$ cat src/rtl/alu_cmd_engine.sv
// alu_cmd_engine: packet engine between the UART byte receiver and transmitter.
// Frames received bytes into [opcode][reserved][len_lo][len_hi][payload]
// packets, then echoes the payload or returns the 32-bit sum/product of the
// little-endian operands.
// Optional feature: define CMD_TIMEOUT_EN to abort a packet after
// TIMEOUT_CYCLES cycles without an rx transfer. Without it the engine waits
// indefinitely inside a packet.
module alu_cmd_engine #(
  parameter int unsigned DATA_WIDTH     = 8,
  parameter int unsigned OPERAND_WIDTH  = 32,
  parameter int unsigned TIMEOUT_CYCLES = 3225600
) (
  input  logic                  clk_i,
  input  logic                  rst_ni,
  input  logic [DATA_WIDTH-1:0] rx_data_i,
  input  logic                  rx_valid_i,
  output logic                  rx_ready_o,
  output logic [DATA_WIDTH-1:0] tx_data_o,
  output logic                  tx_valid_o,
  input  logic                  tx_ready_i,
  output logic                  error_o,
  output logic                  busy_o
);

  localparam int unsigned BYTES = OPERAND_WIDTH / DATA_WIDTH;
  localparam int unsigned BCW   = (BYTES > 1) ? $clog2(BYTES) : 1;

  localparam logic [DATA_WIDTH-1:0] OP_ECHO = DATA_WIDTH'(8'hEC);
  localparam logic [DATA_WIDTH-1:0] OP_ADD  = DATA_WIDTH'(8'hA0);
  localparam logic [DATA_WIDTH-1:0] OP_MUL  = DATA_WIDTH'(8'hA1);

  typedef enum logic [2:0] {
    S_OPCODE,
    S_RSVD,
    S_LEN_LO,
    S_LEN_HI,
    S_ECHO,
    S_OPERAND,
    S_SEND,
    S_DRAIN
  } state_t;

  state_t                          r_state;
  state_t                          w_state_next;
  logic                            r_run;        // low in reset, keeps rx_ready_o low
  logic [DATA_WIDTH-1:0]           r_opcode;
  logic [DATA_WIDTH-1:0]           r_len_lo;
  logic [15:0]                     r_remaining;
  logic [OPERAND_WIDTH-DATA_WIDTH-1:0] r_operand; // bytes collected so far, LSB first
  logic [OPERAND_WIDTH-1:0]        r_acc;
  logic [BCW-1:0]                  r_byte_cnt;   // byte position inside operand / result
  logic                            r_first;      // next completed operand seeds the accumulator
  logic                            r_error;

  logic                            w_rx_ready;
  logic                            w_tx_valid;
  logic [DATA_WIDTH-1:0]           w_tx_data;
  logic                            w_rx_fire;
  logic                            w_tx_fire;
  logic                            w_err_set;
  logic                            w_timeout;
  logic [15:0]                     w_len;
  logic [15:0]                     w_rem_init;
  logic                            w_rem_bad;
  logic                            w_is_echo;
  logic                            w_is_alu;
  logic                            w_last_byte;
  logic [OPERAND_WIDTH-1:0]        w_operand_full;
  logic [OPERAND_WIDTH-1:0]        w_acc_next;

  assign w_len          = {rx_data_i, r_len_lo};
  assign w_rem_init     = w_len - 16'd4;
  assign w_rem_bad      = (w_rem_init == 16'd0) || ((w_rem_init % 16'(BYTES)) != 16'd0);
  assign w_is_echo      = (r_opcode == OP_ECHO);
  assign w_is_alu       = (r_opcode == OP_ADD) || (r_opcode == OP_MUL);
  assign w_last_byte    = (r_byte_cnt == BCW'(BYTES - 1));
  assign w_operand_full = {rx_data_i, r_operand};
  assign w_rx_fire      = rx_valid_i & w_rx_ready;
  assign w_tx_fire      = w_tx_valid & tx_ready_i;

  // Accumulator update when an operand completes: seed, add or multiply (low bits kept)
  always_comb begin
    w_acc_next = w_operand_full;
    if (!r_first) begin
      if (r_opcode == OP_ADD) begin
        w_acc_next = r_acc + w_operand_full;
      end else begin
        w_acc_next = r_acc * w_operand_full;
      end
    end
  end

  // Stream handshake outputs per state; ECHO is a pure combinational passthrough
  always_comb begin
    w_rx_ready = 1'b0;
    w_tx_valid = 1'b0;
    w_tx_data  = '0;
    case (r_state)
      S_OPCODE, S_RSVD, S_LEN_LO, S_LEN_HI, S_OPERAND: begin
        w_rx_ready = r_run;
      end
      S_ECHO: begin
        w_rx_ready = tx_ready_i;
        w_tx_valid = rx_valid_i;
        w_tx_data  = rx_data_i;
      end
      S_SEND: begin
        w_tx_valid = 1'b1;
        w_tx_data  = r_acc[r_byte_cnt*DATA_WIDTH +: DATA_WIDTH];
      end
      S_DRAIN: begin
        w_rx_ready = (r_remaining != 16'd0);
      end
      default: begin
        w_rx_ready = 1'b0;
      end
    endcase
  end

  // Next-state decision and error pulse request
  always_comb begin
    w_state_next = r_state;
    w_err_set    = 1'b0;
    case (r_state)
      S_OPCODE:  if (w_rx_fire) w_state_next = S_RSVD;
      S_RSVD:    if (w_rx_fire) w_state_next = S_LEN_LO;
      S_LEN_LO:  if (w_rx_fire) w_state_next = S_LEN_HI;
      S_LEN_HI: begin
        if (w_rx_fire) begin
          if (w_len < 16'd4) begin
            w_err_set    = 1'b1;
            w_state_next = S_OPCODE;
          end else if (!w_is_echo && !w_is_alu) begin
            w_err_set    = 1'b1;
            w_state_next = S_DRAIN;
          end else if (w_is_alu && w_rem_bad) begin
            w_err_set    = 1'b1;
            w_state_next = S_DRAIN;
          end else if (w_is_echo && (w_rem_init == 16'd0)) begin
            w_state_next = S_OPCODE;
          end else if (w_is_echo) begin
            w_state_next = S_ECHO;
          end else begin
            w_state_next = S_OPERAND;
          end
        end
      end
      S_ECHO:    if (w_rx_fire && (r_remaining == 16'd1)) w_state_next = S_OPCODE;
      S_OPERAND: if (w_rx_fire && (r_remaining == 16'd1)) w_state_next = S_SEND;
      S_SEND:    if (w_tx_fire && w_last_byte) w_state_next = S_OPCODE;
      S_DRAIN: begin
        if ((r_remaining == 16'd0) || (w_rx_fire && (r_remaining == 16'd1))) begin
          w_state_next = S_OPCODE;
        end
      end
      default:   w_state_next = S_OPCODE;
    endcase
    if (w_timeout) begin
      w_err_set    = 1'b1;
      w_state_next = S_OPCODE;
    end
  end

  // State register
  always_ff @(posedge clk_i or negedge rst_ni) begin
    if (!rst_ni) begin
      r_state <= S_OPCODE;
    end else begin
      r_state <= w_state_next;
    end
  end

  // Header capture, byte counters, operand shift and accumulator
  always_ff @(posedge clk_i or negedge rst_ni) begin
    if (!rst_ni) begin
      r_run       <= 1'b0;
      r_error     <= 1'b0;
      r_opcode    <= '0;
      r_len_lo    <= '0;
      r_remaining <= '0;
      r_operand   <= '0;
      r_acc       <= '0;
      r_byte_cnt  <= '0;
      r_first     <= 1'b1;
    end else begin
      r_run   <= 1'b1;
      r_error <= w_err_set;
      if (w_timeout) begin
        r_acc       <= '0;
        r_remaining <= '0;
        r_byte_cnt  <= '0;
        r_first     <= 1'b1;
      end else begin
        case (r_state)
          S_OPCODE: if (w_rx_fire) r_opcode <= rx_data_i;
          S_LEN_LO: if (w_rx_fire) r_len_lo <= rx_data_i;
          S_LEN_HI: begin
            if (w_rx_fire) begin
              r_remaining <= (w_len < 16'd4) ? 16'd0 : w_rem_init;
              r_byte_cnt  <= '0;
              r_first     <= 1'b1;
            end
          end
          S_ECHO, S_DRAIN: begin
            if (w_rx_fire && (r_remaining != 16'd0)) r_remaining <= r_remaining - 16'd1;
          end
          S_OPERAND: begin
            if (w_rx_fire) begin
              r_remaining <= r_remaining - 16'd1;
              r_operand   <= w_operand_full[OPERAND_WIDTH-1:DATA_WIDTH];
              if (w_last_byte) begin
                r_acc      <= w_acc_next;
                r_first    <= 1'b0;
                r_byte_cnt <= '0;
              end else begin
                r_byte_cnt <= r_byte_cnt + BCW'(1);
              end
            end
          end
          S_SEND: begin
            if (w_tx_fire) r_byte_cnt <= w_last_byte ? '0 : r_byte_cnt + BCW'(1);
          end
          default: begin
          end
        endcase
      end
    end
  end

`ifdef CMD_TIMEOUT_EN
  localparam int unsigned TOW = $clog2(TIMEOUT_CYCLES + 1);

  logic [TOW-1:0] r_idle_cnt;
  logic           w_idle_track;

  // SEND is excluded: the transmitter, not the sender, is the one stalling there
  assign w_idle_track = (r_state != S_OPCODE) && (r_state != S_SEND);
  assign w_timeout    = w_idle_track && !w_rx_fire &&
                        (r_idle_cnt == TOW'(TIMEOUT_CYCLES - 1));

  // Idle counter: counts cycles without an rx transfer inside a packet
  always_ff @(posedge clk_i or negedge rst_ni) begin
    if (!rst_ni) begin
      r_idle_cnt <= '0;
    end else if (!w_idle_track || w_rx_fire || w_timeout) begin
      r_idle_cnt <= '0;
    end else begin
      r_idle_cnt <= r_idle_cnt + TOW'(1);
    end
  end
`else
  assign w_timeout = 1'b0;
`endif

  assign rx_ready_o = w_rx_ready;
  assign tx_valid_o = w_tx_valid;
  assign tx_data_o  = w_tx_data;
  assign error_o    = r_error;
  assign busy_o     = (r_state != S_OPCODE);

endmodule

$ cat config.mk
export PLATFORM = sky130hd
export DESIGN_NAME = alu_cmd_engine
export DESIGN_NICKNAME = d
export VERILOG_FILES = /design/src/rtl/alu_cmd_engine.sv
export SDC_FILE = /design/constraint.sdc
export NUM_CORES = 1
export LEC_CHECK = 0
export CAP_MARGIN = 15
export CORE_AREA = 10 10 192 194
export CTS_CLUSTER_DIAMETER = 80
export DETAILED_ROUTE_END_ITERATION = 10
export DIE_AREA = 0 0 202 204
export GPL_TIMING_DRIVEN = 0
export PLACE_DENSITY_LB_ADDON = 0.15
export RECOVER_POWER = 50
export SLEW_MARGIN = 20
export SYNTH_ARGS = -nofsm -noshare
export SYNTH_HDL_FRONTEND = slang
export SYNTH_SLANG_ARGS = --single-unit
$ cat constraint.sdc
create_clock -name clk_i -period 15.5 [get_ports clk_i]
set_input_delay 3.1 -clock clk_i [delete_from_list [all_inputs] [get_ports clk_i]]
set_output_delay 3.1 -clock clk_i [all_outputs]
set_load 0.01 [all_outputs]
==> flow_metrics.env <==
export IMPL_hold_viol=0
export IMPL_finalSetupTns_ps=0
export IMPL_cts_sinks=96
export IMPL_die_y_um=204
export IMPL_dp_hpwl_um=62800
export IMPL_ys_types=83
export IMPL_max_freq_ghz=0.0958
export IMPL_setup_worst_path_class="primary input to flip-flop"
export IMPL_path_max_fanout=10
export IMPL_vdd_drop_max_mv=0.106
export IMPL_synth_edff_count=0
export IMPL_antenna_left=0
export IMPL_slew_viol_final=99
export IMPL_violations="max-capacitance violations, max-slew violations"
export IMPL_finalPower_mw=1.50
export IMPL_rr_worst_depth=24
export IMPL_initial_core_util_pct=68.5
export IMPL_async_flop_share_pct=100
export IMPL_ys_ff_latch=96
export IMPL_vias=19400
export IMPL_fin_crit_sh_pct=67.3
export IMPL_ios=24
export IMPL_min_period_ps=10430
export IMPL_p_leak_nw=11.5
export IMPL_max_slew_margin_pct=-154
export IMPL_min_path_type="flip-flop to flip-flop"
export IMPL_grt_max_degree=64
export IMPL_crit_required_ps=15780
export IMPL_seq_area_mm2=0.00240
export IMPL_avgSynthCellArea_um2=8.83
export IMPL_numCtsBuffers=9
export IMPL_finalSetupViolCount=0
export IMPL_whs_ps=509
export IMPL_rsz0062_at_grt="no"
export IMPL_port_buffers=23
export IMPL_area_growth_pct=4.96
export IMPL_cts_hold_buf=0
export IMPL_cts_tree="built"
export IMPL_outcome="finished with violations"
export IMPL_syn_area_mm2=0.0227
export IMPL_cts_path_max_buffers=2
export IMPL_dpl_worst_slack_ps=4930
export IMPL_ys_flop_type="dfrtp_1"
export IMPL_postCtsResizedCells=0
export IMPL_post_drt_wl_per_cell_um=25.9
export IMPL_maxCapViolCount=2
export IMPL_die_x_um=202
export IMPL_syn_nets=3150
export IMPL_drive_above_1_share_pct=2.38
export IMPL_r2r_end="r_acc[31]"
export IMPL_ff2ff_setup_slack_ps=6090
export IMPL_antenna_found_initial=4
export IMPL_grt_pass1_vias=20300
export IMPL_path_clk_slew_ps=80
export IMPL_avgViaCountPerCell=6.33
export IMPL_cp_arrival_ps=10710
export IMPL_crit_path_start_kind="primary input"
export IMPL_grt_pass1_wl_um=121000
export IMPL_drc=0
export IMPL_reg2reg_from="r_acc[1]"
export IMPL_yosysWarnings=0
export IMPL_powerDensity_mw_per_mm2=63.1
export IMPL_cts_setup_buffers=0
export IMPL_fp_row_count=67
export IMPL_yosysSeqAreaShare_pct=10.6
export IMPL_drtPass1Iterations=6
export IMPL_clock_latency_ps=370
export IMPL_nets=3186
export IMPL_die_area_mm2=0.0412
export IMPL_drt_wl_total_um=79100
export IMPL_end_kind="flip-flop"
export IMPL_cts_root_buf="clkbuf_16"
export IMPL_gp_congestion=1.05
export IMPL_grt_usage_pct=39.2
export IMPL_htreeDepth=3
export IMPL_cp_endpoint="r_acc[31]"
export IMPL_fin_ws_ps=5070
export IMPL_multiInputGateArea_mm2=0.0182
export IMPL_worst_pin_slew_ps=3810
export IMPL_final_util_pct=71.9
export IMPL_core_area_mm2=0.0331
export IMPL_fillers=2588
export IMPL_critPathLaunch="rx_data_i[1]"
export IMPL_drt_iter0_drc=2334
export IMPL_grt_overflow=0
export IMPL_netlist_instances=2570
export IMPL_fin_skew_ps=12.3
## flip-flops by register name, indices dropped and copies added, names as in the netlist
name and cells:
r_acc 32, r_operand 24, r_remaining 16, r_len_lo 8
r_opcode 8, r_state 3, r_byte_cnt 2, error_o 1
r_first 1, r_run 1
## area by class of cell
class	instances	area share (%)
Sequential cell	96	10.1
Clock buffer	9	0.946
Clock inverter	6	0.389
Inverter	403	6.35
Antenna cell	3	0.0315
Timing Repair Buffer	25	0.998
Buffer	142	2.25
Multi-Input combinational cell	1929	76.6
Tap cell	448	2.35
## per-stage QoR
step,instances,instance area [µm²]
finish,3061,23800
global route,3058,23800
CTS,3058,23800
detailed placement,3043,23500
global placement,3041,23500
floorplan,2570,22700
## placed cells by master, fill, tap and decap left out, drive strengths merged, types with 5 or more instances in the layout
| cell type | Yosys | final |
|---|---|---|
| a21boi | 6 | 6 |
| o21a | 9 | 9 |
| nand2b | 11 | 11 |
| a22o | 13 | 13 |
| a21oi | 78 | 78 |
| a2111oi | 5 | 5 |
| or3 | 13 | 13 |
| nor4 | 12 | 12 |
| nand4 | 10 | 10 |
| and3 | 14 | 14 |
| nor3 | 28 | 28 |
| fa | 409 | 409 |
| buf | 6 | 6 |
| o22ai | 10 | 10 |
| nand3 | 14 | 14 |
| inv | 402 | 403 |
| mux2 | 16 | 16 |
| o21bai | 11 | 11 |
| nor2 | 68 | 68 |
| clkdlybuf4s50 | 0 | 19 |
| a21o | 20 | 20 |
| a221oi | 6 | 6 |
| mux4 | 8 | 8 |
| xnor2 | 80 | 80 |
| dfrtp | 95 | 95 |
| nand2 | 373 | 373 |
| and2 | 306 | 306 |
| o21ai | 103 | 103 |
| o211ai | 5 | 5 |
| mux2i | 11 | 11 |
| a31oi | 5 | 5 |
| clkbuf | 136 | 147 |
| o221ai | 5 | 5 |
| ha | 159 | 159 |
| a211oi | 26 | 26 |
| xor2 | 31 | 31 |
## cells in the mapped netlist, drive strengths merged, types with 4 or more instances
cell type  count  area [µm²]
a2111oi        5        50.0
a211oi        26         200
a21boi         6        45.0
a21o          20         150
a21oi         78         390
a221oi         6        58.8
a22o          13         114
a31oi          5        31.3
and2         306        1910
and3          14        87.6
and4           4        35.0
buf            6        26.3
clkbuf       136         510
dfrtp         95        2380
fa           409        8190
ha           159        1990
inv          402        1510
mux2          16         180
mux2i         11         110
mux4           8         180
nand2        373        1400
nand2b        11        68.8
nand3         14        70.1
nand4         10        62.6
nor2          68         255
nor3          28         145
nor4          12        75.1
o211ai         5        37.5
o21a           9        67.6
o21ai        103         523
o21bai        11        82.6
o221ai         5        43.8
o22ai         10        62.6
o31a           4        43.8
o31ai          4        30.0
o41ai          4        35.0
or3           13        81.3
or4            4        33.8
xnor2         80         701
xor2          31         272
## metal layers
metal	part of all wire [%]	global-route usage (%)
met3	15	15.4
met5	0.11	0
met4	7.6	24.9
met1	36	48.5
met2	42	56.5
## cell families after synthesis
family | synth area share, %
adders and majority gates | 44.9
other | 0.0165
xor gates and xnor gates | 4.38
AOI/OAI and AO/OA | 9.67
muxes | 2.07
and+or+nand+nor | 19.4
DFF | 10.6
buffers and inverters | 9.03
## critical path: stages
cell	delay [ps]
clkdlybuf4s50_1	740
clkbuf_1	700
nand2_1	160
fa_1	450
fa_1	550
inv_1	60
fa_1	490
fa_1	500
inv_1	60
fa_1	460
fa_1	510
fa_1	450
fa_1	400
xnor2_1	200
xnor2_1	110
xnor2_1	240
xnor2_1	120
xnor2_1	420
xnor3_1	410
xnor2_1	280
nor4_1	100
a211oi_1	190
## where the power goes
part	internal (mW)	leakage [nW]	switching, mW
Combinational	0.274	10.1	0.525
Sequential	0.315	1.26	0.134
Clock	0.142	0.148	0.114
## worst min-delay path by stage
stage | from | endpoint | slack [ps] | cells past startpoint
2_1_floorplan | r_remaining[7] | r_remaining[7] | 470 | 1
3_3_place_gp | r_opcode[4] | r_opcode[4] | 480 | 1
3_5_place_dp | r_remaining[7] | r_remaining[7] | 490 | 1
4_1_cts | r_opcode[4] | r_opcode[4] | 510 | 1
5_1_grt | r_opcode[4] | r_opcode[4] | 530 | 1
6_report | r_opcode[4] | r_opcode[4] | 510 | 1
No activity file was read; power rests on OpenSTA's default activity.
